[src/rtl/bitsel_pkg.sv]
// Shared types for the iterative select (N-th set bit) engine.
// Holds the FSM state encoding and the index-width helper used by every bitsel file.
package bitsel_pkg;

   typedef enum logic [1:0] {
      IDLE = 2'd0,
      SCAN = 2'd1,
      DONE = 2'd2
   } state_e;

   localparam int DEF_WIDTH = 32;
   localparam int DEF_IDX_W = $clog2(DEF_WIDTH);

   // Bits needed to name one bit position of a WIDTH-wide word.
   function automatic int idx_w(input int width);
      return $clog2(width);
   endfunction

endpackage

[src/rtl/bitselpenc.sv]
// Lowest-set-bit isolator plus one-hot-to-index encoder; purely combinational.
// An all-zero mask yields low_o=0 and idx_o=0; callers test the mask separately.
module bitselpenc
   import bitsel_pkg::*;
#(
   parameter int WIDTH = DEF_WIDTH
) (
   input  logic [WIDTH-1:0]         mask_i,
   output logic [WIDTH-1:0]         low_o,
   output logic [$clog2(WIDTH)-1:0] idx_o
);

   localparam int IW = idx_w(WIDTH);

   // Two's-complement trick: x & -x keeps only the lowest set bit.
   assign low_o = mask_i & (~mask_i + WIDTH'(1));

   always_comb begin
      idx_o = '0;
      for (int i = 0; i < WIDTH; i++) begin
         if (low_o[i]) idx_o = idx_o | IW'(i);
      end
   end

endmodule

[src/rtl/bitsel_iter.sv]
// Iterative select: index of the (N+1)-th set bit, one bit cleared per SCAN cycle; Done at t+2+min(N,popcount).
// Start is only taken in IDLE (ignored while Busy); Flush aborts silently. Macro BITSEL_REV_EN enables MSB-first scan via RevA.
module bitsel_iter
   import bitsel_pkg::*;
#(
   parameter int WIDTH = DEF_WIDTH
) (
   input  logic                     clk,
   input  logic                     reset,
   input  logic                     start_i,
   input  logic                     flush_i,
   input  logic [WIDTH-1:0]         a_i,
   input  logic [WIDTH-1:0]         rev_a_i,
   input  logic [$clog2(WIDTH)-1:0] n_i,
   input  logic                     w64_i,
   input  logic                     rev_i,
   output logic                     busy_o,
   output logic                     done_o,
   output logic                     found_o,
   output logic [WIDTH-1:0]         sel_result_o
);

   localparam int IW = idx_w(WIDTH);
   localparam int RW = IW + 1;

   state_e           state_q, state_d;
   logic [WIDTH-1:0] mask_q, mask_d;
   logic [IW-1:0]    cnt_q, cnt_d;
   logic [RW-1:0]    res_q, res_d;
   logic             found_q, found_d;
   logic             lim64_q, lim64_d;

   logic             rev_sel;
   logic             wide_lim;
   logic [WIDTH-1:0] cap_mask;
   logic [WIDTH-1:0] low_bit;
   logic [IW-1:0]    low_idx;
   logic [RW-1:0]    limit;

`ifdef BITSEL_REV_EN
   assign rev_sel = rev_i;
`else
   logic unused_rev;
   assign rev_sel    = 1'b0;
   assign unused_rev = ^{rev_i, rev_a_i};
`endif

   if (WIDTH == 64) begin : g_w64
      logic [31:0] lo_word;
      // Word mode scans only the low 32 bits of the operand; reversed, that is RevA's upper half.
      assign lo_word  = rev_sel ? rev_a_i[WIDTH-1:32] : a_i[31:0];
      assign cap_mask = w64_i ? {32'b0, lo_word} : (rev_sel ? rev_a_i : a_i);
      assign wide_lim = ~w64_i;
   end else begin : g_w32
      logic unused_w64;
      assign cap_mask   = rev_sel ? rev_a_i : a_i;
      assign wide_lim   = 1'b0;
      assign unused_w64 = w64_i;
   end

   bitselpenc #(.WIDTH(WIDTH)) u_penc (
      .mask_i (mask_q),
      .low_o  (low_bit),
      .idx_o  (low_idx)
   );

   assign limit = lim64_q ? RW'(WIDTH) : RW'(32);

   always_comb begin
      state_d = state_q;
      mask_d  = mask_q;
      cnt_d   = cnt_q;
      res_d   = res_q;
      found_d = found_q;
      lim64_d = lim64_q;
      unique case (state_q)
         IDLE: begin
            if (start_i) begin
               state_d = SCAN;
               mask_d  = cap_mask;
               cnt_d   = n_i;
               lim64_d = wide_lim;
            end
         end
         SCAN: begin
            if (mask_q == '0) begin
               res_d   = limit;
               found_d = 1'b0;
               state_d = DONE;
            end else if (cnt_q == '0) begin
               res_d   = {1'b0, low_idx};
               found_d = 1'b1;
               state_d = DONE;
            end else begin
               mask_d = mask_q & ~low_bit;
               cnt_d  = cnt_q - IW'(1);
            end
         end
         DONE:    state_d = IDLE;
         default: state_d = IDLE;
      endcase
      // Abort wins over capture and termination; published results stay untouched.
      if (flush_i) begin
         state_d = IDLE;
         mask_d  = mask_q;
         cnt_d   = cnt_q;
         res_d   = res_q;
         found_d = found_q;
         lim64_d = lim64_q;
      end
   end

   always_ff @(posedge clk) begin
      if (reset) begin
         state_q <= IDLE;
         mask_q  <= '0;
         cnt_q   <= '0;
         res_q   <= '0;
         found_q <= 1'b0;
         lim64_q <= 1'b0;
      end else begin
         state_q <= state_d;
         mask_q  <= mask_d;
         cnt_q   <= cnt_d;
         res_q   <= res_d;
         found_q <= found_d;
         lim64_q <= lim64_d;
      end
   end

   assign busy_o       = (state_q != IDLE);
   assign done_o       = (state_q == DONE);
   assign found_o      = found_q;
   assign sel_result_o = {{(WIDTH-RW){1'b0}}, res_q};

endmodule

[config.mk]
export PLATFORM = sky130hd
export DESIGN_NAME = bitsel_iter
export DESIGN_NICKNAME = d
export VERILOG_FILES = /design/src/rtl/bitsel_pkg.sv /design/src/rtl/bitselpenc.sv /design/src/rtl/bitsel_iter.sv
export SDC_FILE = /design/constraint.sdc
export NUM_CORES = 1
export LEC_CHECK = 0
export BUFFER_PORTS_ARGS = -buffer_cell sky130_fd_sc_hd__buf_4
export CAP_MARGIN = 30
export CORE_MARGIN = 2
export CORE_UTILIZATION = 50
export DETAILED_ROUTE_END_ITERATION = 16
export PLACE_DENSITY = 0.81
export SYNTH_ARGS = -nofsm -noshare
export SYNTH_HDL_FRONTEND = slang
export SYNTH_SLANG_ARGS = --single-unit
[constraint.sdc]
create_clock -name clk -period 2.35 [get_ports clk]
set_clock_uncertainty 0.1 [all_clocks]
set_input_delay 0.47 -clock clk [delete_from_list [all_inputs] [get_ports clk]]
set_output_delay 0.47 -clock clk [all_outputs]
set_load 0.01 [all_outputs]
Yosys cells after proc, flatten, opt, wreduce, memory -nomap -nowiden. Index checks and enable logic that the tools add are counted.

Output and inout bits: 35. Register bits: 46. Input port bits: 75. Word-level logic and storage cells: 92.

Bitwise operators: 5. Equality and inequality tests: 6. Reduce and logical (&&, ||, !) cells: 9. Mux-type cells: 65. Add/sub/neg operators: 2.

Operators by type and width (number): two-way mux 32 bit (7); two-way mux 5 bit (23); AND 32 bit (2); inverter 32 bit (2); case mux 32 bit (2 select lines) (1); adder 32 x 1 -> 32 bit, second input constant (1); logical NOT 32 bit (1); two-way mux 4 bit (8); two-way mux 6 bit (5); two-way mux 2 bit (9); two-way mux 3 bit (4); case mux 5 bit (2 select lines) (1); two-way mux 1 bit (6); != test 2 bit, second input constant (3); logical NOT 5 bit (1); AND reduction 5 bit (1); subtractor 5 x 1 -> 5 bit, second input constant (1); case mux 2 bit (2 select lines) (1); nonzero test 2 bit (2); != test 3 bit, second input constant (1); AND reduction 3 bit (1); == test 2 x 1 -> 1 bit, second input constant (1); == test 2 bit, second input constant (1); logical NOT 2 bit (1); 3 further kinds (3).

Logic depth before layout (Yosys ltp).
Depth after elaboration: 39. Mapped depth: 8. Mapped depth without buffers: 8.

Cells and area by module. From an unflattened synthesis, not the netlist that was laid out.

Cells, all modules: 478. Area, all modules: 3454.6 µm².

By module, submodules not included: bitsel_iter (times used 1, cells each 331, area an instance 2570.0 µm²); bitselpenc (times used 1, cells each 147, area an instance 884.6 µm²).

Worst setup path before layout. No wires, ideal clock.

Path type: flip-flop to flip-flop. Start point: register mask_q[0]. End point: register res_q[2]. Setup slack: 255 ps. Library setup time: 114 ps. Arrival time: 1881 ps. Clock period less this slack: 2095 ps. Cell stages (with the launch flop): 7. Cell sequence: dfxtp_1 -> nor4_4 -> nand4_1 -> nor3_2 -> a31oi_1 -> a22o_1 -> a21o_1.

Cells in the longest elaborated chain, start to end: 36.

RTL lines: start: declaration (line bitsel_iter.sv:27) `logic [WIDTH-1:0] mask_q, mask_d;`; start signal: assignment (line bitsel_iter.sv:123) `mask_q <= mask_d;`; inverter 32 bit (line bitselpenc.sv:16) `assign low_o = mask_i & (~mask_i + WIDTH'(1));`; adder 32 x 1 -> 32 bit (line bitselpenc.sv:16); AND 32 bit (line bitselpenc.sv:16); two-way mux 3 bit (4 in series) (line bitselpenc.sv:21) `if (low_o[i]) idx_o = idx_o | IW'(i);`; two-way mux 4 bit (8 in series) (line bitselpenc.sv:21); two-way mux 5 bit (16 in series) (line bitselpenc.sv:21); two-way mux 6 bit (line bitsel_iter.sv:90) `end else if (cnt_q == '0) begin`; two-way mux 6 bit (line bitsel_iter.sv:86) `if (mask_q == '0) begin`; two-way mux 6 bit (line bitsel_iter.sv:76) `unique case (state_q)`; two-way mux 6 bit (line bitsel_iter.sv:86); two-way mux 6 bit (line bitsel_iter.sv:76); end signal: assignment (line bitsel_iter.sv:125) `res_q <= res_d;`; end: declaration (line bitsel_iter.sv:29) `logic [RW-1:0] res_q, res_d;`.

Several ways; a longest one is shown, not always the timed one. The select of a mux whose other input is x is not followed. A chain may end at the register's enable or synchronous reset.

Worst setup path after layout.
Start point: register mask_q[9]. End point: register mask_q[17].

Cells in the longest elaborated chain, start to end: 11.

RTL lines: inverter 32 bit (line bitselpenc.sv:16); adder 32 x 1 -> 32 bit (line bitselpenc.sv:16); AND 32 bit (line bitselpenc.sv:16); inverter 32 bit (line bitsel_iter.sv:95) `mask_d = mask_q & ~low_bit;`; AND 32 bit (line bitsel_iter.sv:95); two-way mux 32 bit (line bitsel_iter.sv:90); two-way mux 32 bit (line bitsel_iter.sv:86); two-way mux 32 bit (line bitsel_iter.sv:76); two-way mux 32 bit (line bitsel_iter.sv:86); two-way mux 32 bit (line bitsel_iter.sv:76); case mux 32 bit (2 select lines) (line bitsel_iter.sv:76).

Several ways; a longest one is shown, not always the timed one. The select of a mux whose other input is x is not followed.

==> results.py <==
metrics = {
    "floorplanning": {
        "die_w_microns": 80.0,
        "pin_count": 110,
        "die-area_sq_um": 6400,
        "die_height_microns": 80.0,
        "initial_core_util_pct": 52.2,
        "rows": 27,
        "coreArea_sq_um": 5540,
    },
    "grt": {
        "grt_pass1_vias": 2692,
        "grt_max_degree": 33,
        "antenna_found_initial": 0,
        "grt.overflow.total": 0,
        "grt_pass1_wl_microns": 12400,
        "grt.total_usage_pct": 24.2,
    },
    "critical_path": {
        "crit_path_frequent_cell": "buf_4",
        "startpoint_type": "register",
        "crit_fanout": 16,
        "worstPathCellList": "nor4_2 -> buf_4 -> and4_1 -> nand4_4 -> a31oi_4 -> buf_4 -> o21ai_1 -> a21oi_1",
        "path_class": "register to register",
        "worstSetupEndpointType": "register",
        "critical-path-max-stage-delay_ns": 0.36,
        "critical_path_arrival_ns": 2.36,
        "crit_family": "simple AND/OR/NAND/NOR gates",
        "critPathRequiredTime_ns": 2.48,
        "slowest_stage": "dfxtp_1",
        "path_buf_inv": 2,
    },
    "sta": {
        "worst-slew-pin-transition_ns": 0.631,
        "finalMaxSlewViolations": 0,
        "min_period_ns": 2.24,
        "hold_viol": 0,
        "relSlewSlack_pct": 57.8,
        "fin_crit_sh_pct": 95.1,
        "setup_viol": 0,
        "fmax_mhz": 447,
        "setup_tns_ns": 0,
    },
    "cts": {
        "cts.sinks": 46,
        "clk_latency_ns": 0.30,
        "clk_pin_slew_ns": 0.08,
        "htree_levels": 2,
        "cts_tree": "done",
        "cts_buffer_depth": 2,
        "cts_inserted_buffers": 5,
        "root_buffer": "clkbuf_8",
    },
    "power": {
        "cellLeakagePower_nw": 1.47,
        "irDropWorstVdd_mv": 0.416,
        "p_per_area_nw_per_um2": 565,
    },
    "drt": {
        "wire_per_inst_microns": 13.7,
        "drt-initial-drc-count": 265,
        "via_per_inst": 5.52,
        "drc": 0,
        "ant_nets": 0,
        "firstDrtPassIters": 5,
        "routed_wl_microns": 7340,
        "vias": 2966,
    },
    "yosys": {
        "netlist_area_sq_um": 2890,
        "synth_area_per_cell_sq_um": 7.26,
        "seq_area_frac_synth_pct": 31.9,
        "synth_edf_count": 0,
        "yosys_most_used_dff": "dfxtp_1",
        "synth_cells": 398,
        "ys_types": 55,
        "synth_warnings": 0,
        "synthArstFlopShare_pct": 0,
        "ys_ff_latch": 46,
    },
    "place": {
        "portBuffers": 49,
        "dp_hpwl_microns": 5570,
        "placed_area_sq_um": 3380,
        "gp_congestion": 0.934,
        "dp_cells": 528,
    },
    "final_layout": {
        "n_antenna_cell": 0,
        "final_common_cell": "buf_4",
        "drive_gt1_share_pct": 22.8,
        "fin_cells": 537,
        "final_cell_mix": "80 x buf_4, 54 x a21oi_1, 46 x dfxtp_1, 44 x nor2_1, 43 x nand2_1",
        "nNetsFinal": 541,
        "final_util_pct": 63.0,
        "regArea_sq_um": 921,
        "multiInputGateArea_sq_um": 1730,
        "syn_to_final_growth_pct": 20.7,
        "finalInstanceArea_sq_um": 3490,
        "fillers": 535,
    },
    "run": {
        "maxCapViolCount": 0,
    },
    "outcome": {
        "outcome": "completed",
    },
    "hold_path": {
        "hold_path.class": "primary input to register",
    },
}
==> power by group <==
group | leakage, nW | switching, mW | internal [mW]
Clock | 0.0482 | 0.273 | 0.238
Sequential | 0.375 | 0.0432 | 0.817
Combinational | 1.05 | 0.338 | 0.261
==> flip-flops by register name, indices dropped and copies added (netlist names) <==
register	flops
cnt_q	5
res_q	6
state_q	2
mask_q	32
found_o	1
==> final timing paths <==
check	start	end	slack (ns)	depth (start not counted)
max	mask_q[9]$_SDFFE_PP0P_	mask_q[17]$_SDFFE_PP0P_	0.11	8
min	flush_i	state_q[1]$_SDFFE_PP0P_	0.26	2
max reg2reg	mask_q[9]$_SDFFE_PP0P_	mask_q[17]$_SDFFE_PP0P_	0.11	8
min reg2reg	res_q[3]$_SDFFE_PP0P_	res_q[3]$_SDFFE_PP0P_	0.35	2
==> area by class of cell <==
type                       count  area share [%]
clock buffer                   7            2.47
clock inverter                 1           0.143
inverter                      13            1.40
multi-input combinational    317            49.6
sequential                    46            26.4
tap                           72            2.58
timing repair buffer          81            17.4
==> synthesized netlist by cell type, drive strengths merged (2+ instances only) <==
| master | number | area, sq um |
|---|---|---|
| a22o | 3 | 26.3 |
| or3 | 3 | 18.8 |
| o21bai | 2 | 15.0 |
| nor4 | 10 | 83.8 |
| buf | 33 | 243 |
| clkbuf | 14 | 53.8 |
| o31ai | 2 | 15.0 |
| dfxtp | 46 | 921 |
| nor2 | 45 | 169 |
| a21o | 2 | 15.0 |
| o21ai | 41 | 205 |
| inv | 13 | 48.8 |
| a22oi | 2 | 15.0 |
| ha | 2 | 25.0 |
| nor4b | 2 | 17.5 |
| a21oi | 54 | 270 |
| a31oi | 8 | 65.1 |
| nor2b | 6 | 37.5 |
| and4 | 2 | 17.5 |
| nand4 | 6 | 52.6 |
| nor3 | 20 | 120 |
| nand2 | 43 | 161 |
| a2111oi | 2 | 17.5 |
| nand3 | 4 | 20.0 |
| nand2b | 5 | 31.3 |
| nand4b | 2 | 17.5 |
| a211oi | 5 | 42.5 |
| or2 | 6 | 37.5 |
==> logic make-up (layout without fill, tap and decap cells) <==
family          Yosys count  count (layout)  share of synthesized area [%]
compound gates          130             130                           26.5
flops                    46              46                           31.9
fa+ha+maj                 2               2                          0.866
buf+inv                  60             102                           11.9
other cells               1              26                          0.130
simple gates            159             159                           28.7
==> repair_timing <==
item                       4_1_cts  5_1_grt
hold buffers                     0        0
setup endpoints to repair        0        2
gates resized for setup          0        2
setup buffers                    0        1
==> through the flow <==
step                setup slack, ns  hold slack (ns)  power (mW)
floorplan                     0.255            0.363        1.27
global placement            -0.0791            0.335        1.44
detailed placement            0.135            0.338        1.46
CTS                          0.0868            0.260        1.96
global route               -0.00101            0.258        2.09
finish                        0.114            0.264        1.97
==> routing by layer <==
layer / GRT usage [%] / share of wire [%] / up-vias
met5: 0 / 0 / -
met3: 5.20 / 5.5 / 7
met4: 4.75 / 0.71 / 0
met1: 33.0 / 47 / 1369
met2: 39.4 / 46 / 95
li1: - / - / 1495
Note: power is estimated with default switching activity, not from simulation.
